## src/rtl/time_pkg.sv

```systemverilog
// Shared time-field definitions for the time-base datapath and the FND controller.
//   Field widths, field maxima, packed bit offsets and the packed time payload.
package time_pkg;

  localparam int unsigned HOUR_W = 5;
  localparam int unsigned MIN_W  = 6;
  localparam int unsigned SEC_W  = 6;
  localparam int unsigned MSEC_W = 7;
  localparam int unsigned TIME_W = HOUR_W + MIN_W + SEC_W + MSEC_W;

  localparam int unsigned HOUR_MAX = 23;
  localparam int unsigned MIN_MAX  = 59;
  localparam int unsigned SEC_MAX  = 59;
  localparam int unsigned MSEC_MAX = 99;

  localparam int unsigned MSEC_LSB = 0;
  localparam int unsigned SEC_LSB  = MSEC_LSB + MSEC_W;
  localparam int unsigned MIN_LSB  = SEC_LSB + SEC_W;
  localparam int unsigned HOUR_LSB = MIN_LSB + MIN_W;

  typedef struct packed {
    logic [HOUR_W-1:0] hour;
    logic [MIN_W-1:0]  min;
    logic [SEC_W-1:0]  sec;
    logic [MSEC_W-1:0] msec;
  } time_t;

  // Increment with compare-to-terminal wrap (operands zero-extended to 8 bits).
  function automatic logic [7:0] wrap_inc(input logic [7:0] v, input logic [7:0] max_v);
    return (v == max_v) ? 8'd0 : v + 8'd1;
  endfunction

endpackage

```

## src/rtl/time_chain.sv

```systemverilog
// Prescaler plus msec/sec/min/hour counter chain with carry.
// Ports:
//   clk, reset      clock, async active-low reset (loads INIT_HOUR:00:00.00)
//   en              prescaler advance enable
//   clr             clear all fields and the prescaler (highest priority)
//   clr_sub         clear msec field and the prescaler
//   adv             apply one tick to the counter chain
//   hour/min/sec_inc  field increment without carry (overrides carry into that field)
//   tick_c          prescaler at terminal count while enabled (combinational)
//   value           registered counter fields
module time_chain
  import time_pkg::*;
#(
  parameter int unsigned CLK_FREQ  = 100_000_000,
  parameter int unsigned TICK_HZ   = 100,
  parameter int unsigned INIT_HOUR = 0
) (
  input  logic  clk,
  input  logic  reset,
  input  logic  en,
  input  logic  clr,
  input  logic  clr_sub,
  input  logic  adv,
  input  logic  hour_inc,
  input  logic  min_inc,
  input  logic  sec_inc,
  output logic  tick_c,
  output time_t value
);

  localparam int unsigned DIV   = CLK_FREQ / TICK_HZ;
  localparam int unsigned PRE_W = (DIV > 1) ? $clog2(DIV) : 1;
  localparam int unsigned TC    = DIV - 1;

  logic [PRE_W-1:0] pre;
  logic             msec_wrap;
  logic             sec_wrap;
  logic             min_wrap;

  assign tick_c = en && (pre == PRE_W'(TC));

  // Prescaler: wraps at terminal count, holds while disabled.
  always_ff @(posedge clk or negedge reset) begin
    if (!reset) begin
      pre <= '0;
    end else if (clr || clr_sub) begin
      pre <= '0;
    end else if (en) begin
      pre <= tick_c ? '0 : pre + PRE_W'(1);
    end
  end

  assign msec_wrap = adv && (value.msec == MSEC_W'(MSEC_MAX));
  assign sec_wrap  = msec_wrap && (value.sec == SEC_W'(SEC_MAX));
  assign min_wrap  = sec_wrap && (value.min == MIN_W'(MIN_MAX));

  // Counter chain; a field increment request takes the place of the carry into that field.
  always_ff @(posedge clk or negedge reset) begin
    if (!reset) begin
      value.hour <= HOUR_W'(INIT_HOUR);
      value.min  <= '0;
      value.sec  <= '0;
      value.msec <= '0;
    end else if (clr) begin
      value <= '0;
    end else begin
      if (clr_sub) begin
        value.msec <= '0;
      end else if (adv) begin
        value.msec <= MSEC_W'(wrap_inc(8'(value.msec), 8'(MSEC_MAX)));
      end

      if (sec_inc || msec_wrap) begin
        value.sec <= SEC_W'(wrap_inc(8'(value.sec), 8'(SEC_MAX)));
      end

      if (min_inc || sec_wrap) begin
        value.min <= MIN_W'(wrap_inc(8'(value.min), 8'(MIN_MAX)));
      end

      if (hour_inc || min_wrap) begin
        value.hour <= HOUR_W'(wrap_inc(8'(value.hour), 8'(HOUR_MAX)));
      end
    end
  end

endmodule

```

## src/rtl/time_counter_dp.sv

```systemverilog
// Time-base datapath: stopwatch and settable free-running watch, muxed onto o_time.
// Ports:
//   clk, reset            clock, async active-low reset
//   i_mode                0 = stopwatch shown, 1 = watch shown
//   i_run_stop, i_clear   stopwatch toggle / clear pulses (act in either mode)
//   i_hour_up/min_up/sec_up  watch set pulses (act only when i_mode = 1)
//   o_time                {hour,min,sec,msec} of the selected counter (combinational mux)
//   o_running             stopwatch run state (registered)
module time_counter_dp
  import time_pkg::*;
#(
  parameter int unsigned CLK_FREQ   = 100_000_000,
  parameter int unsigned TICK_HZ    = 100,
  parameter int unsigned WATCH_HOUR = 12
) (
  input  logic              clk,
  input  logic              reset,
  input  logic              i_mode,
  input  logic              i_run_stop,
  input  logic              i_clear,
  input  logic              i_hour_up,
  input  logic              i_min_up,
  input  logic              i_sec_up,
  output logic [TIME_W-1:0] o_time,
  output logic              o_running
);

  logic  run;
  logic  tick_pending;
  logic  sw_tick_c;
  logic  w_tick_c;
  logic  set_hour;
  logic  set_min;
  logic  set_sec;
  logic  set_any;
  logic  w_tick_any;
  logic  w_adv;
  time_t sw_val;
  time_t w_val;

  assign set_hour = i_mode && i_hour_up;
  assign set_min  = i_mode && i_min_up;
  assign set_sec  = i_mode && i_sec_up;
  assign set_any  = set_hour || set_min || set_sec;

  // A watch tick that collides with a set pulse is held one cycle, unless sec_up discards it.
  assign w_tick_any = w_tick_c || tick_pending;
  assign w_adv      = w_tick_any && !set_any;

  // Run state and deferred-tick flag.
  always_ff @(posedge clk or negedge reset) begin
    if (!reset) begin
      run          <= 1'b0;
      tick_pending <= 1'b0;
    end else begin
      if (i_run_stop) begin
        run <= ~run;
      end
      tick_pending <= w_tick_any && set_any && !set_sec;
    end
  end

  time_chain #(
    .CLK_FREQ (CLK_FREQ),
    .TICK_HZ  (TICK_HZ),
    .INIT_HOUR(0)
  ) u_stopwatch (
    .clk     (clk),
    .reset   (reset),
    .en      (run),
    .clr     (i_clear),
    .clr_sub (1'b0),
    .adv     (sw_tick_c && !i_clear),
    .hour_inc(1'b0),
    .min_inc (1'b0),
    .sec_inc (1'b0),
    .tick_c  (sw_tick_c),
    .value   (sw_val)
  );

  time_chain #(
    .CLK_FREQ (CLK_FREQ),
    .TICK_HZ  (TICK_HZ),
    .INIT_HOUR(WATCH_HOUR)
  ) u_watch (
    .clk     (clk),
    .reset   (reset),
    .en      (1'b1),
    .clr     (1'b0),
    .clr_sub (set_sec),
    .adv     (w_adv),
    .hour_inc(set_hour),
    .min_inc (set_min),
    .sec_inc (set_sec),
    .tick_c  (w_tick_c),
    .value   (w_val)
  );

  assign o_time    = i_mode ? w_val : sw_val;
  assign o_running = run;

endmodule
```

## config.mk

```make
export PLATFORM = sky130hd
export DESIGN_NAME = time_counter_dp
export DESIGN_NICKNAME = d
export VERILOG_FILES = /design/src/rtl/time_pkg.sv /design/src/rtl/time_chain.sv /design/src/rtl/time_counter_dp.sv
export SDC_FILE = /design/constraint.sdc
export NUM_CORES = 1
export LEC_CHECK = 0
export CAP_MARGIN = 20
export CORE_UTILIZATION = 55
export DETAILED_ROUTE_END_ITERATION = 8
export PLACE_DENSITY = 0.86
export SLEW_MARGIN = 20
export SYNTH_ARGS = -nofsm -noshare
export SYNTH_HDL_FRONTEND = slang
export SYNTH_HIERARCHICAL = 1
export SYNTH_SLANG_ARGS = --single-unit
```

## constraint.sdc

```tcl
create_clock -name clk -period 3.9 [get_ports clk]
set_clock_uncertainty 0.05 [all_clocks]
set_input_delay 0.78 -clock clk [delete_from_list [all_inputs] [get_ports clk]]
set_output_delay 0.78 -clock clk [all_outputs]
set_load 0.01 [all_outputs]
```

; ---- Word-level counts from Yosys, hierarchy flattened
; Cells that the tools add are included.
[op_classes]
n_eq_ne = 10
n_bitwise = 1
add_sub_neg = 10
n_reduce_logical = 29
muxes = 21
[ops]
columns = operator, count
row1 = $mux W20, 5
row2 = $mux W24, 2
row3 = $add A20 B1 Y20 const B, 2
row4 = $eq A20 B20 Y1 const B, 2
row5 = $mux W6, 6
row6 = $mux W7, 5
row7 = $add A6 B1 Y6 const B, 4
row8 = $eq A6 B6 Y1 const B, 4
row9 = $mux W5, 3
row10 = $add A7 B1 Y7 const B, 2
row11 = $eq A7 B7 Y1 const B, 2
row12 = $logic_and A1 B1 Y1, 14
row13 = $reduce_bool A2 Y1, 6
row14 = $add A5 B1 Y5 const B, 2
row15 = $eq A5 B5 Y1 const B, 2
row16 = $logic_or A1 B1 Y1, 6
row17 = $logic_not A1 Y1, 3
row18 = $not A1 Y1, 1
[word_totals]
in_bits = 8
out_inout_bits = 25
register_bits = 90

; ---- Depth between registers and ports, before layout
[logic_depth]
word_depth = 9
ltp_mapped = 12
mapped_depth_nobuf = 11

; ---- Modules after synthesis
; The synthesis kept the hierarchy.
[modules_own_cells]
columns = module, seq_area_each_um2, area_per_inst_um2, n_inst, cells_per_inst
row1 = time_chain (u_watch), 1103.6, 2408.6, 1, 268
row2 = time_chain (u_stopwatch), 1101.1, 2393.5, 1, 257
row3 = time_counter_dp, 50.0, 444.2, 1, 41

; ---- Least setup slack after synthesis
; No wires, ideal clock.
[synth_path]
path_kind = register to register
from = reg u_watch.pre[13]
to = reg u_watch/value[17] in the netlist's numbering
n_path_buf = 2
stages_incl_launch_ff = 13
slack_ns = 0.948
setup_time_ns = 0.077
t_required_ns = 3.773
arrival_ns = 2.825
path_cell_list = dfrtp_1 clkbuf_1 nor4b_1 nand3_1 nor3_1 nor2_1 a21oi_1 clkbuf_1 nand3_1 o41a_4 nand2b_4 or3_1 a21oi_1
[synth_between]
elab_chain_cells = 6
[synth_lines]
columns = element, line
row1 = "start, declared", time_chain.sv:35  ; logic [PRE_W-1:0] pre;
row2 = "start signal, assigned", time_chain.sv:49  ; pre <= tick_c ? '0 : pre + PRE_W'(1);
row3 = $eq A20 B20 Y1, time_chain.sv:40  ; assign tick_c = en && (pre == PRE_W'(TC));
row4 = named net w_tick_c, time_counter_dp.sv:31  ; logic w_tick_c;
row5 = $logic_or A1 B1 Y1, time_counter_dp.sv:47  ; assign w_tick_any = w_tick_c || tick_pending;
row6 = $logic_and A1 B1 Y1, time_counter_dp.sv:48  ; assign w_adv = w_tick_any && !set_any;
row7 = named net w_adv, time_counter_dp.sv:37  ; logic w_adv;
row8 = $logic_and A1 B1 Y1, time_chain.sv:53  ; assign msec_wrap = adv && (value.msec == MSEC_W'(MSEC_MAX));
row9 = $logic_and A1 B1 Y1, time_chain.sv:54  ; assign sec_wrap = msec_wrap && (value.sec == SEC_W'(SEC_MAX));
row10 = $logic_or A1 B1 Y1, time_chain.sv:77  ; if (min_inc || sec_wrap) begin
row11 = "end, declared", time_chain.sv:28  ; output time_t value
; The timed path passes the listed nets, and every way through them passes these cells.
; A chain may end at the register's enable or synchronous reset.

; ---- Final worst setup path
[layout_path]
from = in i_mode
to = out o_time[3]
[layout_between]
elab_chain_cells = 1
[layout_lines]
columns = element, line
row1 = "start, declared", time_counter_dp.sv:18  ; input logic i_mode,
row2 = $mux W24, time_counter_dp.sv:99  ; assign o_time = i_mode ? w_val : sw_val;
row3 = "end, declared", time_counter_dp.sv:24  ; output logic [TIME_W-1:0] o_time,
; No other way between the ends.

==> impl_summary.md <==
Setup path
The worst setup path is of the input port to output port kind. Of all nets on the critical path, the largest fanout is 29. The kind of start point of the critical path is an input port. The sort of element at the end of the critical path is an output port. Data on the critical path is required at its endpoint by 3.07 ns. Data on the critical path arrives at its endpoint at 2.46 ns.

Routing
The detail route stage leaves a number of antenna-violating nets equal to 0. The detailed router finished its first iteration with 253 violations. After detailed routing, the total wire length is 11,160 um.

The count of TritonRoute iterations in the first routing pass is 5. Summing over every cut layer, the via total after detailed routing is 4,441. In the final routed layout, each cell accounts on average for 15.05 um. For this run, design rule violations remaining after detail routing come to 0. The average via count per standard cell is 5.993.

CTS
The buffer levels on the longest clock path is 2. TritonCTS built the clock tree. Counting every sink on the clock net gives 90. Gates resized during post-CTS repair numbered 0.

The later pin in the worst-skew pair is clocked with a latency of 0.35 ns. The clock edge transition at the registers on the reported setup and hold paths is 0.08 ns. Once the clock tree was built, the setup fixing pass inserted 0 buffers. The hold buffer count at CTS is 0. The H-tree was split into 3 levels. The root buffer selected by CTS is sky130_fd_sc_hd__clkbuf_8. In this run, CTS created clock tree buffers numbering 9.

STA
The count of pins over their slew limit is 0. The slew of the pin with the lowest slew margin is 1.028 ns. In the final timing run, aggregate negative setup slack is 0 ns. The final setup slack of the worst path is 0.6098 ns. Setup repair after global routing left no endpoint under its margin.

The hold violation count in the final report is 0. The highest achievable clock rate is 303.9 MHz. Setup violations remaining at the end of the flow were counted as 0. Subtracting the final worst setup slack from the clock period gives 3.290 ns. The headroom to the max-slew limit is 0.3095.

The final clock period utilization by the worst path is 0.8436.

Logic synthesis
The synthesized design contains 90 register bits. The sequential element share of the synthesized area is 0.4298. The summed instance area of the synthesized netlist is 5246 um^2. The Yosys step of the flow raised 6 warnings. The number of enable flip-flop cells after synthesis is 0. Yosys attributes the largest share of cell area to sky130_fd_sc_hd__dfrtp_1, sky130_fd_sc_hd__nor2_1, sky130_fd_sc_hd__mux2_2, sky130_fd_sc_hd__nand3_1, sky130_fd_sc_hd__a21oi_1. Of the post-synthesis cell area, the dominant cell type holds 0.4197. The synthesized design spends more area on one cell type than any other, namely sky130_fd_sc_hd__dfrtp_1. Synthesis handed over a netlist of 566 instances.

In the synthesized netlist the async set-or-reset flop fraction comes to 1.000. The number of different library cells in the post-synthesis netlist is 64. The mean instance size in the synthesized netlist is 9.269 um^2. The most used flip-flop cell after synthesis is sky130_fd_sc_hd__dfrtp_1.

Power and ir drop
The power dissipated by switching net loads is 442.3 uW. The leakage power is 2.451 nW. For this design the ratio of total power to cell area is 298.9 nW/um^2. Of the total power, the share spent switching nets is 0.2502.

Of the total power, the clock network draws 0.352. The internal portion of total power is 1.325 mW. The post-route total power is 1.767 mW. Across the VDD grid, the largest voltage drop is 0.1879 mV. The combinational fraction of design power is 0.091. Of the total power, registers draw 0.557.

Global routing
The total global routing overflow is 0. The initial antenna violation count is 0. The via count of the first global-routing pass is 4,189. The combined global-route utilization of all metal layers is 0.2404. Entering global routing, the biggest net connects 75 pins.

The first global-routing pass estimated 19,050 um of wire.

Placement
The HPWL after detailed placement is 7965 um. The final RePlAce weighted congestion is 0.8641. Buffers placed on the I/O ports in this run total 32. The worst slack at placement is 0.5840 ns. The post-detailed-placement cell area is 5720 um^2. The number of cells in the design after placement is 726.

Run status
The run finished with clean final reports.

Final layout
The relative area change from synthesis to final layout is 12.71%. Of the cells placed in the final design, the portion with a size suffix greater than 1 is 0.1144. The number of nets in the finished design is 626.

After filler insertion, the fill cell instance count of the layout stands at 753. After routing the design area is 5913 um^2. The final non-filler cell total is 741. The commonest non-fill, non-tap cell in the layout is sky130_fd_sc_hd__dfrtp_1. The library cells used most frequently in the layout, excluding fill and tap cells, are sky130_fd_sc_hd__dfrtp_1, sky130_fd_sc_hd__nor2_1, sky130_fd_sc_hd__nand2_1, sky130_fd_sc_hd__nand3_1, sky130_fd_sc_hd__a21oi_1. The number of antenna diodes in the final layout is 0.

Floorplan
33 I/O pins were placed. Row generation in the floorplan step produced 35 rows. In this run the horizontal extent of the chip is 99.67 um. The area enclosed by the die boundary is 9933 um^2. The region available for standard cell placement spans 9240 um^2. The die height is 99.67 um. The initial standard-cell utilization of the core is 0.5678.

Worst hold path
The class of the most critical hold timing path is flop to flop.

Job
The count of max-cap constraint violations is 0.
[cell usage after synthesis (4+ instances only)]
| master | n |
|---|---|
| sky130_fd_sc_hd__nor2_1 | 73 |
| sky130_fd_sc_hd__ha_1 | 10 |
| sky130_fd_sc_hd__o22ai_1 | 5 |
| sky130_fd_sc_hd__nand4_1 | 15 |
| sky130_fd_sc_hd__nor3_1 | 13 |
| sky130_fd_sc_hd__and2_1 | 6 |
| sky130_fd_sc_hd__inv_1 | 17 |
| sky130_fd_sc_hd__nand3_1 | 38 |
| sky130_fd_sc_hd__a31oi_1 | 11 |
| sky130_fd_sc_hd__xnor2_1 | 9 |
| sky130_fd_sc_hd__o21ai_0 | 22 |
| sky130_fd_sc_hd__mux2_2 | 21 |
| sky130_fd_sc_hd__or4_1 | 6 |
| sky130_fd_sc_hd__nor4_1 | 5 |
| sky130_fd_sc_hd__nor2b_1 | 4 |
| sky130_fd_sc_hd__dfrtp_1 | 88 |
| sky130_fd_sc_hd__mux2_4 | 5 |
| sky130_fd_sc_hd__and3_1 | 10 |
| sky130_fd_sc_hd__nor4b_1 | 4 |
| sky130_fd_sc_hd__nand2b_1 | 4 |
| sky130_fd_sc_hd__or3_1 | 15 |
| sky130_fd_sc_hd__mux2i_1 | 14 |
| sky130_fd_sc_hd__a21oi_1 | 34 |
| sky130_fd_sc_hd__a41oi_1 | 4 |
| sky130_fd_sc_hd__clkbuf_1 | 14 |
| sky130_fd_sc_hd__xor2_1 | 16 |
| sky130_fd_sc_hd__nand2_1 | 44 |
[metal layers]
layer  routed length, um  global-route usage  vias to the layer above  share of wire
met5                   0                   0                        -              0
met4                 296              0.1176                        0          0.027
met3                 544             0.03584                       32          0.049
met2                5521              0.3942                      151           0.49
met1                4792              0.3124                     2136           0.43
li1                    -                   -                     2122              -
[sequential cells by signal, indices dropped and copies added, names as in the netlist]
name               cells
u_watch/value         24
u_stopwatch/value     24
u_watch/pre           20
u_stopwatch/pre       20
o_running              1
tick_pending           1
[final timing paths]
path                                             start                             to  slack [ns]  cells after the start
max                                             i_mode                      o_time[3]        0.61                      4
min reg2reg                u_watch/pre[19]$_DFFE_PN0P_    u_watch/pre[19]$_DFFE_PN0P_        0.45                      1
min                        u_watch/pre[19]$_DFFE_PN0P_    u_watch/pre[19]$_DFFE_PN0P_        0.45                      1
max in group asynchronous                        reset   u_watch/value[7]$_DFFE_PN0P_        2.60                      2
min in group asynchronous                        reset   u_watch/value[3]$_DFFE_PN0P_        0.49                      1
max reg2reg                u_watch/pre[11]$_DFFE_PN0P_  u_watch/value[18]$_DFFE_PN0P_        0.65                      9
[critical path: stages]
cell and delay (ns):
sky130_fd_sc_hd__clkdlybuf4s50_1 0.45, sky130_fd_sc_hd__buf_4 0.34, sky130_fd_sc_hd__mux2_2 0.39, sky130_fd_sc_hd__clkdlybuf4s50_1 0.49
[power by group through the flow]
stage               logic, mW  registers (mW)  clock network [mW]
floorplan               0.106           0.986                   0
global placement        0.153            1.00                   0
detailed placement      0.160            1.00                   0
CTS                     0.160           0.985               0.643
global route            0.178           0.990               0.678
finish                  0.161           0.984               0.623
[logic make-up after synthesis]
logic type / count (synthesis) / share of synthesized area
simple gates: 260 / 0.2580
compound gates: 102 / 0.1274
xor+xnor: 25 / 0.04174
mux: 40 / 0.08610
other cells: 2 / 0.001431
buf+inv: 37 / 0.03172
fa+ha+maj: 10 / 0.02385
flops: 90 / 0.4298
[metrics by stage]
stage	util	hold WS, ns
floorplan	-	0.4002
global placement	0.6191	0.4193
detailed placement	0.6191	0.4275
finish	0.6399	0.4524
global route	0.6399	0.4479
CTS	0.6399	0.4392
[layout make-up]
type | instances | area (um^2) | area share
clock buffer | 10 | 137.6 | 0.02328
clock inverter | 5 | 55.05 | 0.009310
inverter | 17 | 63.81 | 0.01079
multi-input combinational | 451 | 2870 | 0.4854
sequential | 90 | 2255 | 0.3813
tap | 129 | 161.4 | 0.02730
timing repair buffer | 39 | 370.4 | 0.06263
(Power assumes the default switching activity.)
